<file path="src/rtl/prod_accum_6_pkg.sv">
// Shared definitions for the prod_accum_6 block.
//   state_t  : group state machine encoding (IDLE / ACCUM / HOLD)
//   IN_W     : width of the signed result bus coming from adder_6
//   sext_in  : sign-extends an IN_W-bit beat to 64 bits; callers size-cast
//              the result down to their accumulator width
package prod_accum_pkg;

    localparam int IN_W = 6;

    typedef enum logic [1:0] {
        IDLE  = 2'd0,
        ACCUM = 2'd1,
        HOLD  = 2'd2
    } state_t;

    function automatic logic [63:0] sext_in(input logic [IN_W-1:0] d);
        return {{(64-IN_W){d[IN_W-1]}}, d};
    endfunction

endpackage

</file>
<file path="src/rtl/prod_accum_6_if.sv">
// Beat input / group output bundle of prod_accum_6.
//   in_valid, in_data, in_last, in_ready : beat stream from adder_6
//   out_valid, out_sum, out_count, out_sat, out_ready : completed group
// Handshake: a transfer happens on a rising clk edge where valid and ready
// are both 1. A source holds its payload stable while valid=1 and ready=0;
// ready may depend on state but never on the same-cycle valid.
// The slave modport is the accumulator, the master modport its environment.
interface prod_accum_6_if #(
    parameter int ACC_W = 12,
    parameter int CNT_W = 5
);
    import prod_accum_pkg::*;

    logic             in_valid;
    logic             in_ready;
    logic [IN_W-1:0]  in_data;
    logic             in_last;
    logic             out_valid;
    logic             out_ready;
    logic [ACC_W-1:0] out_sum;
    logic [CNT_W-1:0] out_count;
    logic             out_sat;

    modport slave (
        input  in_valid, in_data, in_last, out_ready,
        output in_ready, out_valid, out_sum, out_count, out_sat
    );

    modport master (
        output in_valid, in_data, in_last, out_ready,
        input  in_ready, out_valid, out_sum, out_count, out_sat
    );

endinterface

</file>
<file path="src/rtl/prod_accum_6_sat_add.sv">
// Combinational W-bit signed saturating adder.
//   a, b : signed operands
//   y    : a+b clamped to [-2^(W-1), 2^(W-1)-1]
//   ovf  : 1 when the clamp was applied
module sat_add_s #(
    parameter int W = 12
) (
    input  logic signed [W-1:0] a,
    input  logic signed [W-1:0] b,
    output logic signed [W-1:0] y,
    output logic                ovf
);

    logic signed [W-1:0] raw;

    assign raw = a + b;
    // Overflow only when both operands share a sign the wrapped sum lost.
    assign ovf = (a[W-1] == b[W-1]) && (raw[W-1] != a[W-1]);

    always_comb begin
        y = raw;
        if (ovf) begin
            y = a[W-1] ? {1'b1, {(W-1){1'b0}}} : {1'b0, {(W-1){1'b1}}};
        end
    end

endmodule

</file>
<file path="src/rtl/prod_accum_6.sv">
// Saturating group accumulator for the signed 6-bit adder_6 result stream.
// Beats are summed into an ACC_W-bit accumulator until in_last or the
// MAX_CNT-th beat closes the group; the sum, beat count and sticky
// saturation flag are then held on the output port until taken.
// Input and output never overlap: in_ready is low while a result is held.
//   clk, rst  : clock, synchronous active-high reset
//   bus       : slave side of prod_accum_6_if (beats in, groups out)
//   dbg_state : current group state
module prod_accum_6
    import prod_accum_pkg::*;
#(
    parameter int ACC_W   = 12,
    parameter int MAX_CNT = 16,
    localparam int CNT_W  = $clog2(MAX_CNT + 1)
) (
    input  logic           clk,
    input  logic           rst,
    prod_accum_6_if.slave  bus,
    output state_t         dbg_state
);

    state_t                  state, state_nxt;
    logic signed [ACC_W-1:0] acc, acc_upd, in_ext, add_y;
    logic [CNT_W-1:0]        cnt, cnt_upd;
    logic                    sat, sat_upd, add_ovf;
    logic                    beat, close, take;

    assign in_ext = ACC_W'(sext_in(bus.in_data));

    sat_add_s #(.W(ACC_W)) u_add (
        .a   (acc),
        .b   (in_ext),
        .y   (add_y),
        .ovf (add_ovf)
    );

    assign beat  = bus.in_valid && bus.in_ready;
    assign take  = (state == HOLD) && bus.out_ready;
    assign close = beat && (bus.in_last || (cnt_upd == CNT_W'(MAX_CNT)));

    // Group registers as they would be after accepting the current beat.
    // The first beat of a group loads rather than adds, so it cannot clamp.
    always_comb begin
        acc_upd = add_y;
        cnt_upd = cnt + CNT_W'(1);
        sat_upd = sat | add_ovf;
        if (state == IDLE) begin
            acc_upd = in_ext;
            cnt_upd = CNT_W'(1);
            sat_upd = 1'b0;
        end
    end

    // State register
    always_ff @(posedge clk) begin
        if (rst) state <= IDLE;
        else     state <= state_nxt;
    end

    // Next-state logic
    always_comb begin
        state_nxt = state;
        case (state)
            IDLE, ACCUM: begin
                if (close)     state_nxt = HOLD;
                else if (beat) state_nxt = ACCUM;
            end
            HOLD: begin
                if (take) state_nxt = IDLE;
            end
            default: state_nxt = IDLE;
        endcase
    end

    // Output logic
    always_comb begin
        bus.in_ready  = (state != HOLD);
        bus.out_valid = (state == HOLD);
        dbg_state     = state;
    end

    // Group datapath and result registers
    always_ff @(posedge clk) begin
        if (rst) begin
            acc           <= '0;
            cnt           <= '0;
            sat           <= 1'b0;
            bus.out_sum   <= '0;
            bus.out_count <= '0;
            bus.out_sat   <= 1'b0;
        end else if (take) begin
            acc <= '0;
            cnt <= '0;
            sat <= 1'b0;
        end else if (beat) begin
            acc <= acc_upd;
            cnt <= cnt_upd;
            sat <= sat_upd;
            if (close) begin
                bus.out_sum   <= acc_upd;
                bus.out_count <= cnt_upd;
                bus.out_sat   <= sat_upd;
            end
        end
    end

endmodule

</file>
<file path="src/flat_wrapper.sv">
// flat-port wrapper written by rule: the top's interface ports become plain ports
module prod_accum_6_flat import prod_accum_pkg::*;
#(
    parameter int ACC_W   = 12,
    parameter int MAX_CNT = 16,
    localparam int CNT_W  = $clog2(MAX_CNT + 1)
)
  (clk, rst, dbg_state, bus_in_valid, bus_in_data, bus_in_last, bus_out_ready, bus_in_ready, bus_out_valid, bus_out_sum, bus_out_count, bus_out_sat);
  prod_accum_6_if #(.ACC_W(ACC_W)) bus_i ();
  input  logic clk;
  input  logic rst;
  output state_t dbg_state;
  input wire logic [$bits(bus_i.in_valid)-1:0] bus_in_valid;
  input wire logic [$bits(bus_i.in_data)-1:0] bus_in_data;
  input wire logic [$bits(bus_i.in_last)-1:0] bus_in_last;
  input wire logic [$bits(bus_i.out_ready)-1:0] bus_out_ready;
  output wire logic [$bits(bus_i.in_ready)-1:0] bus_in_ready;
  output wire logic [$bits(bus_i.out_valid)-1:0] bus_out_valid;
  output wire logic [$bits(bus_i.out_sum)-1:0] bus_out_sum;
  output wire logic [$bits(bus_i.out_count)-1:0] bus_out_count;
  output wire logic [$bits(bus_i.out_sat)-1:0] bus_out_sat;
  assign bus_i.in_valid = bus_in_valid;
  assign bus_i.in_data = bus_in_data;
  assign bus_i.in_last = bus_in_last;
  assign bus_i.out_ready = bus_out_ready;
  assign bus_in_ready = bus_i.in_ready;
  assign bus_out_valid = bus_i.out_valid;
  assign bus_out_sum = bus_i.out_sum;
  assign bus_out_count = bus_i.out_count;
  assign bus_out_sat = bus_i.out_sat;
  prod_accum_6 #(.ACC_W(ACC_W), .MAX_CNT(MAX_CNT)) u_core (.clk(clk), .rst(rst), .bus(bus_i), .dbg_state(dbg_state));
endmodule
</file>
<file path="config.mk">
export PLATFORM = sky130hd
export DESIGN_NAME = prod_accum_6_flat
export DESIGN_NICKNAME = d
export VERILOG_FILES = /design/src/rtl/prod_accum_6_pkg.sv /design/src/rtl/prod_accum_6_if.sv /design/src/rtl/prod_accum_6_sat_add.sv /design/src/rtl/prod_accum_6.sv /design/src/flat_wrapper.sv
export SDC_FILE = /design/constraint.sdc
export NUM_CORES = 1
export LEC_CHECK = 0
export CAP_MARGIN = 0
export CORE_MARGIN = 5
export CORE_UTILIZATION = 45
export CTS_BUF_LIST = sky130_fd_sc_hd__clkbuf_4 sky130_fd_sc_hd__clkbuf_8 sky130_fd_sc_hd__clkbuf_16
export DETAILED_ROUTE_END_ITERATION = 10
export DONT_BUFFER_PORTS = 1
export GPL_TIMING_DRIVEN = 0
export PLACE_DENSITY = 0.63
export REMOVE_ABC_BUFFERS = 1
export SLEW_MARGIN = 10
export SYNTH_ARGS = -nofsm -noshare
export SYNTH_HDL_FRONTEND = slang
export SYNTH_HIERARCHICAL = 1
export SYNTH_SLANG_ARGS = --single-unit
export TNS_END_PERCENT = 20
</file>
<file path="constraint.sdc">
create_clock -name clk -period 2.9 [get_ports clk]
set_clock_uncertainty 0.1 [all_clocks]
set_input_delay 0.58 -clock clk [delete_from_list [all_inputs] [get_ports clk]]
set_output_delay 0.58 -clock clk [all_outputs]
set_load 0.005 [all_outputs]
</file>
After elaboration in Yosys (flattened, before gate mapping) --
Cells that the tools add are included.
Operators by class: $add $sub $neg 2, equal/unequal tests 8, multiplexer cells 9, bitwise logic cells 2, reductions and logical operators 10
Operators with widths (count):
- $mux 12 | 3
- $add 12x6->12 | 1
- $mux 2 | 3
- $add 5x1->5 const B | 1
- $eq 5x5->1 const B | 1
- $mux 5 | 1
- $logic_and 1x1->1 | 4
- $pmux 2 s2 | 1
- $reduce_or 2->1 | 2
- $ne 3x1->1 const B | 1
- $reduce_and 3->1 | 1
- $eq 2x1->1 const B | 1
- $eq 2x2->1 const B | 1
- $logic_not 2->1 | 1
- $ne 2x1->1 const B | 1
- $ne 2x2->1 const B | 1
- $reduce_and 2->1 | 1
- $eq 1x1->1 | 1
- $logic_or 1x1->1 | 1
- $mux 1 | 1
- $ne 1x1->1 | 1
- $not 1->1 | 1
- $or 1x1->1 | 1
Word-level totals: register bits 38, output and inout bits 22, logic and storage cells 38

Logic depth before layout (Yosys ltp) --
depth after elaboration 7, gate-level depth with buffers 10

Cells and area by module --
Netlist, hierarchy kept.
By module, submodules not included:
- prod_accum_6 | instances 1, cells an instance 173, area an instance 1672.9 sq um
- sat_add_s | instances 1, cells an instance 105, area an instance 719.4 sq um

Worst setup path before layout --
Ideal clock, no wire load.
path type input -> register, from input bus_in_data[0], to register u_core.bus.out_sum[10], data arrival time 2.408 ns, data required time 2.657 ns, setup slack 0.249 ns, stages on the path 10, path buffers 0, cell sequence ha_1 > fa_1 > a211oi_1 > o21ai_0 > a21oi_1 > o211ai_1 > a21oi_1 > nor2_1 > a21oi_1 > a211oi_2
Between the ends: word-level cells in the longest chain between the ends 5
RTL lines:
- start: declaration | RTL line flat_wrapper.sv:14 | input wire logic [$bits(bus_i.in_data)-1:0] bus_in_data;
- $add 12x6->12 * | RTL line prod_accum_6_sat_add.sv:16 | assign raw = a + b;
- $ne 1x1->1 | RTL line prod_accum_6_sat_add.sv:18 | assign ovf = (a[W-1] == b[W-1]) && (raw[W-1] != a[W-1]);
- $logic_and 1x1->1 | RTL line prod_accum_6_sat_add.sv:18
- $mux 12 * | RTL line prod_accum_6_sat_add.sv:22 | if (ovf) begin
- net u_core.add_y[10] | RTL line prod_accum_6.sv:23 | logic signed [ACC_W-1:0] acc, acc_upd, in_ext, add_y;
- $mux 12 * | RTL line prod_accum_6.sv:47 | if (state == IDLE) begin
- end signal: assignment | RTL line prod_accum_6.sv:100 | bus.out_sum <= acc_upd;
- end: declaration | RTL line prod_accum_6_if.sv:26 | output in_ready, out_valid, out_sum, out_count, out_sat
The timed path passes the listed nets; every way through them passes the cells marked *. A chain may end at the register's enable or synchronous reset.

Worst setup path after layout --
from register u_core.acc[0], to register u_core.acc[10]
Between the ends: word-level cells in the longest chain between the ends 5
RTL lines:
- start: declaration | RTL line prod_accum_6.sv:23
- start signal: assignment | RTL line prod_accum_6.sv:96 | acc <= acc_upd;
- $add 12x6->12 * | RTL line prod_accum_6_sat_add.sv:16
- $ne 1x1->1 | RTL line prod_accum_6_sat_add.sv:18
- $logic_and 1x1->1 | RTL line prod_accum_6_sat_add.sv:18
- $mux 12 * | RTL line prod_accum_6_sat_add.sv:22
- net u_core.add_y[10] | RTL line prod_accum_6.sv:23
- $mux 12 * | RTL line prod_accum_6.sv:47
Marks and branches as above.

==> flow_metrics.tcl <==
set metrics [dict create \
    dp.final_hpwl_um 3900 \
    cts_buffer_depth 2 \
    gp_congestion 0.770 \
    critPathKind "reg2reg" \
    antenna_left 0 \
    vdd_ir_drop_max_uv 225 \
    fmax_mhz 369 \
    cts.repair.resized 0 \
    grt_pass1_wl_um 9340 \
    synth_cell_types 53 \
    grt_pass1_vias 1835 \
    post-route-period-util_pct 93.4 \
    setup_ws_ns 0.191 \
    fp.dieW_um 82.9 \
    cp.required_ns 2.94 \
    worst_path_max_delay_cell "fa_1" \
    fill_cells 538 \
    cp.arrival_ns 2.75 \
    die_area_sq_um 6870 \
    track_usage_pct 16.1 \
    cts.sinks 38 \
    finalSetupTns_ns 0 \
    dieHeight_um 82.9 \
    tightest_slew_ns 0.759 \
    worst-path-buf-inv 0 \
    start_util_pct 46.5 \
    placedInstanceArea_sq_um 2380 \
    drc 0 \
    multi_input_area_sq_um 1530 \
    syn-instance-count 278 \
    holdWs_ns 0.253 \
    core_area_sq_um 5140 \
    antennaDiodeCount 0 \
    maxCapViolations 0 \
    finalPower_mw 1.34 \
    cts_root_buffer "clkbuf_8" \
    critPathTopFamily "compound AO/OA/AOI/OAI gates" \
    h-tree-depth 2 \
    nets 291 \
    ios 33 \
    fin_area_sq_um 2480 \
    grt_overflow_total 0 \
    synthTopCellsByCount "a21oi_1, dfxtp_1, nor2_1, a211oi_1, nand2_1" \
    crit_path_max_fanout 3 \
    synth_edf_count 0 \
    numCtsBuffers 5 \
    synthesis.area_sq_um 2390 \
    synth_seq_area_share_pct 31.8 \
    finish.utilization_pct 48.2 \
    drt_iter0_drc 98 \
    synth_top_area_share_pct 31.8 \
    ys_seq_elements 38 \
    drive_above_1_share_pct 12.4 \
    final_max_slew_viol_count 0 \
    synth_most_common_cell "a21oi_1" \
    layout.cells.non_filler 336 \
    cts_tree "built" \
    yosys_most_used_dff "dfxtp_1" \
    p_leak_nw 0.923 \
    power-per-cell-area_nw_per_um2 543 \
    first_pass_iters 4 \
    crit_path_max_incr_delay_ns 0.45 \
    clock_latency_ns 0.29 \
    rsz0062_at_grt "no" \
    min_path_type "in2reg" \
    grt_start_max_net_pins 43 \
    cts.clk_slew.worst_paths_ns 0.07 \
    rows 26 \
    finalSetupViolCount 0 \
    via_count 1967 \
    seq_area_sq_um 761 \
    start_kind "flip-flop" \
    period_minus_slack_ns 2.71 \
    dp_slack_ns -0.116 \
    cp_cell_sequence "ha_1, fa_1, a211oi_1, o21ai_0, a21oi_1, o211ai_1, a21oi_1, nor2_1, a21oi_1, a211oi_1" \
    synthArstFlopShare_pct 0 \
    postCtsSetupRepairBufs 0 \
    avgSynthCellArea_sq_um 8.61 \
    grt_antenna_before_repair 0 \
    dp_cells 330 \
    wl_per_cell_um 16.3 \
    synthTopCellsByArea "dfxtp_1, a21oi_1, ha_1, a211oi_2, nor2_1" \
    synth.yosys.warnings 6 \
    avgViaCountPerCell 5.85 \
    synth_area_leader_cell "dfxtp_1" \
    cts_hold_buf 0 \
    io_buffers 0 \
    crit_top_cell "a21oi_1" \
    outcome "finished clean" \
    end_kind "flip-flop" \
    area_delta_synth_final_pct 3.56 \
    max-slew-margin-rel_pct 49.4 \
    finalHoldViolations 0 \
    wirelength_um 5470 \
]
[worst paths after layout]
check | start | slack [ns] | cells past startpoint | end
setup / recovery | u_core/acc[0] | 0.19 | 10 | u_core/acc[10]
hold / removal | rst | 0.25 | 1 | u_core/bus.out_sum[3]
setup reg to reg | u_core/acc[0] | 0.19 | 10 | u_core/acc[10]
hold reg to reg | u_core/bus.out_count[2] | 0.39 | 2 | u_core/bus.out_count[2]
[flip-flops by register name, indices dropped and copies added, names as in the netlist]
signal and count:
u_core/dbg_state 2, u_core/acc 12, u_core/bus.out_count 5, u_core/sat 1, u_core/bus.out_sat 1, u_core/cnt 5
u_core/bus.out_sum 12
[layout by cell type (no fill, tap or decap), types with 2 or more instances in the layout]
master	synthesis	layout
nand3_1	4	4
nor3_1	3	3
a31oi_2	2	2
and3_1	2	2
dfxtp_1	38	38
nor2_1	35	35
mux2i_1	7	7
nor3b_1	3	3
a32oi_1	2	2
a211oi_1	17	17
inv_1	4	4
a211oi_2	11	11
a211o_1	2	2
a21oi_2	2	2
clkbuf_8	0	6
a311oi_1	2	2
xnor2_1	8	8
a21oi_1	40	40
o21ai_0	10	10
nand2_1	13	13
a21o_1	4	4
and2_1	3	2
ha_1	12	12
nand2b_1	3	3
nand4_1	2	2
or2_2	3	3
o21ai_1	4	4
o21bai_1	2	2
[cells by family after synthesis]
group,after synthesis,synth area share (%)
compound gates,107,32.3
xor+xnor,9,3.30
fa+ha+maj,13,7.11
buf+inv,22,4.71
flops,38,31.8
mux,8,3.56
simple gates,81,17.2
[where the power goes]
part	switching (mW)	internal, mW	total (mW)
clock network	0.177	0.183	0.360
registers	0.0327	0.558	0.591
logic	0.234	0.160	0.393
[layout make-up]
| class | instances | share of cell area [%] |
|---|---|---|
| Sequential cell | 38 | 30.7 |
| Tap cell | 70 | 3.54 |
| Clock buffer | 6 | 3.33 |
| Inverter | 4 | 0.606 |
| Multi-Input combinational cell | 218 | 61.8 |
[per-layer routing]
| metal | wire (um) | part of all wire (%) | vias to the layer above | global-route usage (%) |
|---|---|---|---|---|
| met5 | 0 | 0 | - | 0 |
| met4 | 57 | 1.0 | 0 | 4.01 |
| met3 | 241 | 4.4 | 5 | 4.55 |
| met2 | 2440 | 45 | 34 | 25.2 |
| met1 | 2730 | 50 | 919 | 21.7 |
| li1 | - | - | 1009 | - |
No activity file was read; power rests on OpenSTA's default activity.
